`src/rtl/warp_addr_coalescer_pkg.sv`:
```
// Shared configuration constants for the Tau vector pipeline, including the
// memory line geometry used by the warp address coalescer.
package TauCfg;

   localparam int VSIZE          = 4;
   localparam int GLOBAL_ADDR_BW = 16;
   localparam int N_ICFG         = 4;
   localparam int LINE_SHAMT     = 3;

   typedef enum logic {
      IDLE = 1'b0,
      EMIT = 1'b1
   } coal_state_e;

   // Index width for a range of n values; a single-value range still needs one bit.
   function automatic int clog2_min1(input int n);
      return (n > 1) ? $clog2(n) : 1;
   endfunction

endpackage

```
`src/rtl/warp_addr_coalescer_leader.sv`:
```
// Lowest-set-bit picker: returns the first active lane as one-hot and index.
// An all-zero mask yields a zero one-hot and index 0.
module LeaderSelect
   import TauCfg::*;
#(
   parameter  int W  = VSIZE,
   localparam int IW = clog2_min1(W)
) (
   input  logic [W-1:0]  i_mask,
   output logic [W-1:0]  o_onehot,
   output logic [IW-1:0] o_index
);

   assign o_onehot = i_mask & (~i_mask + W'(1));

   // NOTE: every always_comb output gets a default first so no path can infer a latch.
   always_comb begin
      o_index = '0;
      for (int i = W - 1; i >= 0; i--) begin
         if (i_mask[i]) begin
            o_index = IW'(i);
         end
      end
   end

endmodule

```
`src/rtl/warp_addr_coalescer.sv`:
```
// Splits one vector of per-lane word addresses into one memory request per
// distinct line, served in ascending leader-lane order.
module warp_addr_coalescer #(
   parameter  int N_CFG      = TauCfg::N_ICFG,
   parameter  int ABW        = TauCfg::GLOBAL_ADDR_BW,
   parameter  int LINE_SHAMT = TauCfg::LINE_SHAMT,
   localparam int VSIZE      = TauCfg::VSIZE,
   localparam int NCFG_BW    = TauCfg::clog2_min1(N_CFG),
   localparam int LBW        = ABW - LINE_SHAMT
) (
   input  logic                                i_clk,
   input  logic                                i_rst,
   input  logic                                i_src_rdy,
   output logic                                o_src_ack,
   input  logic [NCFG_BW-1:0]                  i_id,
   input  logic [VSIZE-1:0][ABW-1:0]           i_address,
   input  logic [VSIZE-1:0]                    i_valid,
   input  logic                                i_retire,
   output logic                                o_dst_rdy,
   input  logic                                i_dst_ack,
   output logic [NCFG_BW-1:0]                  o_id,
   output logic [LBW-1:0]                      o_line,
   output logic [VSIZE-1:0]                    o_lane_mask,
   output logic [VSIZE-1:0][LINE_SHAMT-1:0]    o_lane_ofs,
   output logic                                o_retire,
   output logic                                o_last
);

   localparam int LIW = TauCfg::clog2_min1(VSIZE);

   TauCfg::coal_state_e state_q, state_d;

   logic [VSIZE-1:0]          pending_q, pending_d;
   logic [NCFG_BW-1:0]        id_q, id_d;
   logic                      retire_q, retire_d;
   logic [VSIZE-1:0][ABW-1:0] addr_q, addr_d;

   logic [VSIZE-1:0] lead_onehot;
   logic [LIW-1:0]   lead_idx;
   logic [LBW-1:0]   lead_line;
   logic [VSIZE-1:0] line_eq;
   logic [VSIZE-1:0] req_mask;
   logic             req_last;
   logic             src_xfer;
   logic             dst_xfer;

   LeaderSelect #(
      .W (VSIZE)
   ) u_leader (
      .i_mask   (pending_q),
      .o_onehot (lead_onehot),
      .o_index  (lead_idx)
   );

   // An empty vector has index 0, so its single request reports the lane-0 line.
   always_comb begin
      lead_line  = addr_q[lead_idx][ABW-1:LINE_SHAMT];
      line_eq    = '0;
      o_lane_ofs = '0;
      for (int i = 0; i < VSIZE; i++) begin
         line_eq[i]    = (addr_q[i][ABW-1:LINE_SHAMT] == lead_line);
         o_lane_ofs[i] = addr_q[i][LINE_SHAMT-1:0];
      end
      req_mask = lead_onehot | (pending_q & line_eq);
      req_last = ((pending_q & ~req_mask) == '0);
   end

   assign o_id   = id_q;
   assign o_line = lead_line;

   always_comb begin
      state_d     = state_q;
      pending_d   = pending_q;
      id_d        = id_q;
      retire_d    = retire_q;
      addr_d      = addr_q;
      o_src_ack   = 1'b0;
      o_dst_rdy   = 1'b0;
      o_lane_mask = '0;
      o_last      = 1'b0;
      o_retire    = 1'b0;

      case (state_q)
         TauCfg::IDLE: begin
            o_src_ack = i_src_rdy;
         end
         TauCfg::EMIT: begin
            o_dst_rdy   = 1'b1;
            o_lane_mask = req_mask;
            o_last      = req_last;
            o_retire    = retire_q & req_last;
            // The next vector may enter on the very cycle the last request leaves.
            o_src_ack   = i_src_rdy & i_dst_ack & req_last;
         end
         default: begin
            state_d = TauCfg::IDLE;
         end
      endcase

      if (i_rst) begin
         o_src_ack = 1'b0;
         o_dst_rdy = 1'b0;
      end

      dst_xfer = o_dst_rdy & i_dst_ack;
      src_xfer = o_src_ack & i_src_rdy;

      if (dst_xfer) begin
         pending_d = pending_q & ~req_mask;
         if (req_last) begin
            state_d = TauCfg::IDLE;
         end
      end

      if (src_xfer) begin
         state_d   = TauCfg::EMIT;
         pending_d = i_valid;
         id_d      = i_id;
         retire_d  = i_retire;
         addr_d    = i_address;
      end
   end

   // NOTE: sequential state uses non-blocking assignments so every flop samples pre-edge values.
   always_ff @(posedge i_clk) begin
      if (i_rst) begin
         state_q   <= TauCfg::IDLE;
         pending_q <= '0;
      end else begin
         state_q   <= state_d;
         pending_q <= pending_d;
      end
   end

   // NOTE: the address buffer and tags are left unreset; pending = 0 makes their contents irrelevant.
   always_ff @(posedge i_clk) begin
      id_q     <= id_d;
      retire_q <= retire_d;
      addr_q   <= addr_d;
   end

endmodule

```
`config.mk`:
```
export PLATFORM = sky130hd
export DESIGN_NAME = warp_addr_coalescer
export DESIGN_NICKNAME = d
export VERILOG_FILES = /design/src/rtl/warp_addr_coalescer_pkg.sv /design/src/rtl/warp_addr_coalescer_leader.sv /design/src/rtl/warp_addr_coalescer.sv
export SDC_FILE = /design/constraint.sdc
export NUM_CORES = 1
export LEC_CHECK = 0
export CORE_MARGIN = 2
export CORE_UTILIZATION = 30
export DETAILED_ROUTE_END_ITERATION = 10
export PLACE_DENSITY_LB_ADDON = 0.15
export SYNTH_ARGS = -nofsm -noshare
export SYNTH_HDL_FRONTEND = slang
export SYNTH_SLANG_ARGS = --single-unit
```
`constraint.sdc`:
```
create_clock -name i_clk -period 4.99 [get_ports i_clk]
set_input_delay 0.998 -clock i_clk [delete_from_list [all_inputs] [get_ports i_clk]]
set_output_delay 0.998 -clock i_clk [all_outputs]
set_load 0.02 [all_outputs]
```
==> results of run 1 <==
-- where the power goes --
group / switching [mW] / total (mW) / internal, mW
Sequential: 0.0291 / 0.725 / 0.696
Combinational: 0.227 / 0.438 / 0.211
Clock: 0.260 / 0.598 / 0.338
-- metrics by stage --
step / worst slack, ns / instances / power, mW / instance area [um^2]
after CTS: 0.0595 / 641 / 1.78 / 5530
after floorplan: 0.388 / 349 / 0.974 / 3970
after global placement: 0.272 / 625 / 1.17 / 5250
final: 0.227 / 641 / 1.76 / 5570
after detailed placement: 0.334 / 625 / 1.17 / 5250
after global routing: 0.0208 / 641 / 1.85 / 5570
-- per-layer routing --
metal / global-route usage [%] / share of wire [%] / vias up
met5: 0 / 0 / -
met2: 26.0 / 45 / 140
li1: - / - / 1555
met4: 6.40 / 2.4 / 0
met1: 22.0 / 45 / 1570
met3: 6.37 / 8.0 / 21
-- kinds of logic (layout without fill, tap and decap cells) --
logic type                after synthesis  count (layout)  synth area share, %
and+or+nand+nor                       109             109                 16.0
AOI/OAI and AO/OA                      90              90                 17.8
DFF                                    72              72                 53.2
buffers and inverters                  50             166                 6.65
xor gates and xnor gates               23              23                 5.07
muxes                                   5               5                 1.26
-- sequential cells by signal, summed over array words and instances, names as in the netlist --
name and count:
addr_q 52, o_lane_ofs 12, pending_q 4, o_id 2, retire_q 1, state_q 1
-- what timing repair did --
action                                  CTS  global route
buffers inserted                          0             0
pin swaps                                 0             1
gates resized for setup                   2            10
endpoints found under the setup margin    2             3
-- worst min-delay path: cells and delay by family (launching register included) --
kind	cells	cell delay, ns
flops	1	0.41
compound gates	1	0.13
mux	1	0.08
-- path summary, 6_finish.rpt --
| kind | end | startpoint | slack [ns] |
|---|---|---|---|
| min reg2reg | pending_q[3] | pending_q[3] | 0.66 |
| max | o_retire | pending_q[1] | 0.23 |
| min | pending_q[3] | pending_q[3] | 0.66 |
| max reg2reg | addr_q[27] | pending_q[1] | 1.21 |
-- cells in the final DEF (no fill, tap or decap), types with 4 or more instances in the layout --
| master | count |
|---|---|
| nor3_1 | 8 |
| edfxtp_1 | 67 |
| a22oi_1 | 4 |
| nand4_1 | 9 |
| a221oi_1 | 5 |
| clkdlybuf4s50_1 | 108 |
| a21oi_1 | 12 |
| o21ai_0 | 15 |
| xnor2_1 | 12 |
| nand3_1 | 7 |
| nor2b_1 | 12 |
| buf_4 | 20 |
| nand3b_1 | 13 |
| a21o_1 | 5 |
| nand2_1 | 21 |
| mux2i_1 | 5 |
| o211ai_1 | 4 |
| inv_1 | 21 |
| and2_1 | 4 |
| nor4_1 | 5 |
| xor2_1 | 11 |
| a31oi_1 | 5 |
| clkbuf_16 | 9 |
| or2_2 | 4 |
| nor2_1 | 8 |
-- final cells by class --
type	count	area share, %
Sequential cell	72	38.0
Multi-Input combinational cell	227	29.4
Timing Repair Buffer	129	22.3
Clock buffer	10	4.11
Tap cell	176	3.96
Inverter	21	1.42
Clock inverter	6	0.809
==> flow_summary.yaml, run 1 <==
worst_setup_path:
  arrival_ns: 3.77
  worstPathRequired_ns: 3.99
  worstSetupEndpointType: "output pin"
  cp_top_family: "simple AND/OR/NAND/NOR gates"
  cp_max_fo: 23
  r2r_cells: 12
  cp-start-kind: "register"
  cpMaxStageDelayCell: "clkdlybuf4s50_1"
  cp_cell_sequence: "buf_4 > or4b_1 > nand3_1 > o22ai_1 > a22o_1 > nor4_2 > a41oi_2 > nor4_1 > and2_1 > clkdlybuf4s50_1"
  path_buf_inv: 2
  path_depth: 10
  path_class: "register to output pin"
  cp_slowest_stage_delay_ns: 0.59
timing:
  max_freq_mhz: 210
  slew_headroom_pct: 66.3
  holdWs_ns: 0.661
  finalSetupTns_ns: 0
  setup_viol: 0
  rsz0062_at_grt: "false"
  final_hold_viol_count: 0
  finalCritPeriodShare_pct: 95.5
  fin_crit_ns: 4.76
  clock-skew-final_ns: 0.00924
  maxSlewViolCount: 0
  max_slew.worst_pin.slew_ns: 0.505
clocking:
  clk_transition_reported_paths_ns: 0.06
  hold_buffers: 0
  root_buffer: "clkbuf_16"
  numCtsBuffers: 9
  clock_path_buffers: 2
  cts_htree_levels: 3
  clock_latency_ns: 0.34
  cts_tree: "done"
  cts.sinks: 72
die:
  die_w_um: 119
  start_util_pct: 30.3
  core-area_mm2: 0.0131
  die-height_um: 119
  row_count: 42
  die-area_mm2: 0.0142
  io_pins: 110
power:
  p_per_area_mw_per_mm2: 316
  p_leak_nw: 1.95
  vdd_drop_max_uv: 196
grt:
  overflow: 0
  gr-usage-all-layers_pct: 17.1
  antenna_found_initial: 0
  grt_pass1_vias: 3416
  grt_max_degree: 35
  grt_pass1_wl_um: 18400
synth:
  ys_seq_area_share_pct: 53.2
  netlist-cell-type-count: 60
  synth_edf_count: 67
  synth_area_mm2: 0.00397
  synth_ff_type: "edfxtp_1"
  async_flop_share_pct: 0
  synth-seq-cells: 72
  yosys_warnings: 0
  yosys.cell_count.top_type: "edfxtp_1"
  post_synth.cell_area_avg_um2: 11.4
  yosys.area.top_type: "edfxtp_1"
  syn-instance-count: 349
  netlist.area_leader.share_pct: 50.7
  synth_common_cells: "67 x edfxtp_1, 22 x nand2_1, 21 x inv_1, 15 x o21ai_0, 13 x nand3b_1"
  synth_area_leaders: "edfxtp_1 51%, xnor2_1 2.6%, dfxtp_1 2.5%"
  synth_nets: 424
run_status:
  status: "finished clean"
layout:
  seq_area_mm2: 0.00211
  syn_to_final_growth_pct: 40.2
  drive_gt1_share_pct: 12.5
  multiInputGateArea_mm2: 0.00163
  final_util_pct: 42.5
  final_nets: 535
  diodes: 0
  fill_cells: 1244
run:
  maxCapViolCount: 0
placed_design:
  post-dp-hpwl_um: 8620
  place.gp.congestion: 0.875
  portBuffers: 109
route:
  dr_total_vias: 3286
  drt_iter0_markers: 196
  drc: 0
  vias_per_cell: 5.13
  routed_wl_um: 11500
  detail-route-antenna-nets: 0
  firstDrtPassIters: 6
  post_drt_wl_per_cell_um: 18.0
worst_hold_path:
  hp-class: "register to register"
  min_delay_path_depth: 2
(Power assumes the default switching activity.)
==> run 2, diff against run 1 <==
Settings changed: CTS_CLUSTER_DIAMETER set to 50.
==> results of run 2 <==
Same layout as run 1: the final DEF is identical, and so are final timing and power.
==> run 3, diff against run 2 <==
Settings changed: CORE_MARGIN 2 to 1, HOLD_SLACK_MARGIN set to 0.03.
==> run 3 against run 2 <==
Effect of this change: count of clock-buffer cells in the layout is the same; worst hold slack lost 0.074 ns; routed wire length shrank 3.8%; non-clock buffer count shrank 3; clock skew grew 0.0012 ns; combinational power shrank 1%; worst setup slack gained 0.048 ns; sequential share of layout area is essentially flat; utilization grew 1.1 points.
==> flow_summary.yaml, run 3 (synthesis results as in run 1) <==
timing:
  maxSlewViolCount: 0
  fin_crit_ns: 4.72
  slew_headroom_pct: 63.8
  clock-skew-final_ns: 0.0105
  setup_viol: 0
  finalCritPeriodShare_pct: 94.5
  max_freq_mhz: 212
  worst_slack_ns: 0.274
  holdWs_ns: 0.586
  finalSetupTns_ns: 0
  rsz0062_at_grt: "false"
  final_hold_viol_count: 0
  max_slew.worst_pin.slew_ns: 0.541
layout:
  largest_register_ffs: 52
  regMostFlops: "addr_q"
  final_nets: 532
  final_util_pct: 43.6
  syn_to_final_growth_pct: 40.3
  final_cells: 634
  fill_cells: 1225
  final_common_cell: "clkdlybuf4s50_1"
  most-common-layout-cells: "108 x clkdlybuf4s50_1, 67 x edfxtp_1, 21 x inv_1, 21 x nand2_1, 16 x buf_4"
  drive_gt1_share_pct: 11.3
  final_cell_area_mm2: 0.00557
  diodes: 0
placed_design:
  place.gp.congestion: 0.888
  dp_cells: 618
  post-dp-hpwl_um: 8280
  place_ws_ns: 0.436
  placedInstanceArea_mm2: 0.00522
  portBuffers: 109
clocking:
  postCtsSetupRepairBufs: 0
  clock_path_buffers: 2
  cts.sinks: 72
  hold_buffers: 0
  cts_htree_levels: 3
  numCtsBuffers: 9
  clock_latency_ns: 0.35
  clk_transition_reported_paths_ns: 0.06
  cts_tree: "done"
  root_buffer: "clkbuf_16"
die:
  core-area_mm2: 0.0128
  start_util_pct: 31.1
  die-area_mm2: 0.0137
  die_w_um: 117
  die-height_um: 117
  io_pins: 110
  row_count: 41
worst_setup_path:
  worstSetupEndpointType: "output pin"
  cp_max_fo: 24
  path_class: "register to output pin"
  worstPathRequired_ns: 3.99
  arrival_ns: 3.72
  cp-start-kind: "register"
grt:
  overflow: 0
  grt_pass1_vias: 3272
  grt_pass1_wl_um: 17400
  gr-usage-all-layers_pct: 17.6
  grt_max_degree: 35
  antenna_found_initial: 0
route:
  drt_iter0_markers: 143
  firstDrtPassIters: 4
  routed_wl_um: 11100
  detail-route-antenna-nets: 0
  drc: 0
  dr_total_vias: 3240
  post_drt_wl_per_cell_um: 17.5
  vias_per_cell: 5.11
run:
  maxCapViolCount: 0
power:
  p_leak_nw: 1.96
  p_total_mw: 1.86
  vdd_drop_max_uv: 263
  p_per_area_mw_per_mm2: 333
run_status:
  status: "finished clean"
worst_hold_path:
  hp-class: "register to register"
## run 3: changes by cell type in the layout (fill, tap and decap cells not counted), sizes merged
cell / change
bufinv: +2
clkinv: -1
clkinvlp: -1
buf: -3
## run 3: layer usage
layer  vias to the layer above  GRT usage, %  share of wire, %
li1                       1544             -                 -
met1                      1551          22.3                44
met2                       131          27.9                47
met3                        14          6.18               7.6
met4                         0          6.08               1.7
met5                         -             0                 0
## run 3: worst max-delay path, stage by stage (launching register included)
cell and delay [ns]:
dfxtp_1 0.37, buf_6 0.23, nor2b_1 0.10, buf_4 0.15, a221o_1 0.31, a22o_1 0.27
xor2_1 0.20, nor4_2 0.35, a41oi_2 0.28, nor4_2 0.34, and2_1 0.17, clkdlybuf4s50_1 0.60
## run 3: report_power, final
group,internal [mW],switching (mW)
Combinational,0.209,0.224
Sequential,0.696,0.0272
Clock,0.440,0.260
Total,1.34,0.511
## run 3: final cells by class
class | count | area [um^2] | share of cell area, %
Clock buffer | 10 | 229 | 4.11
Multi-Input combinational cell | 227 | 1620 | 29.0
Timing Repair Buffer | 126 | 1220 | 22.0
Clock inverter | 6 | 92.6 | 1.66
Inverter | 21 | 78.8 | 1.41
Sequential cell | 72 | 2110 | 38.0
Tap cell | 172 | 215 | 3.86
## run 3: path summary, 6_finish.rpt
kind	slack (ns)	endpoint	from	depth (start not counted)
min reg2reg	0.59	pending_q[0]	state_q	2
max reg2reg	1.28	o_lane_ofs[10]	pending_q[1]	10
min	0.59	pending_q[0]	state_q	2
max	0.27	o_retire	pending_q[2]	11
## run 3: what timing repair did
action / 4_1_cts / 5_1_grt
endpoints found under the hold margin: 0 / 0
resized for setup: 0 / 9
endpoints found under the setup margin: 0 / 3
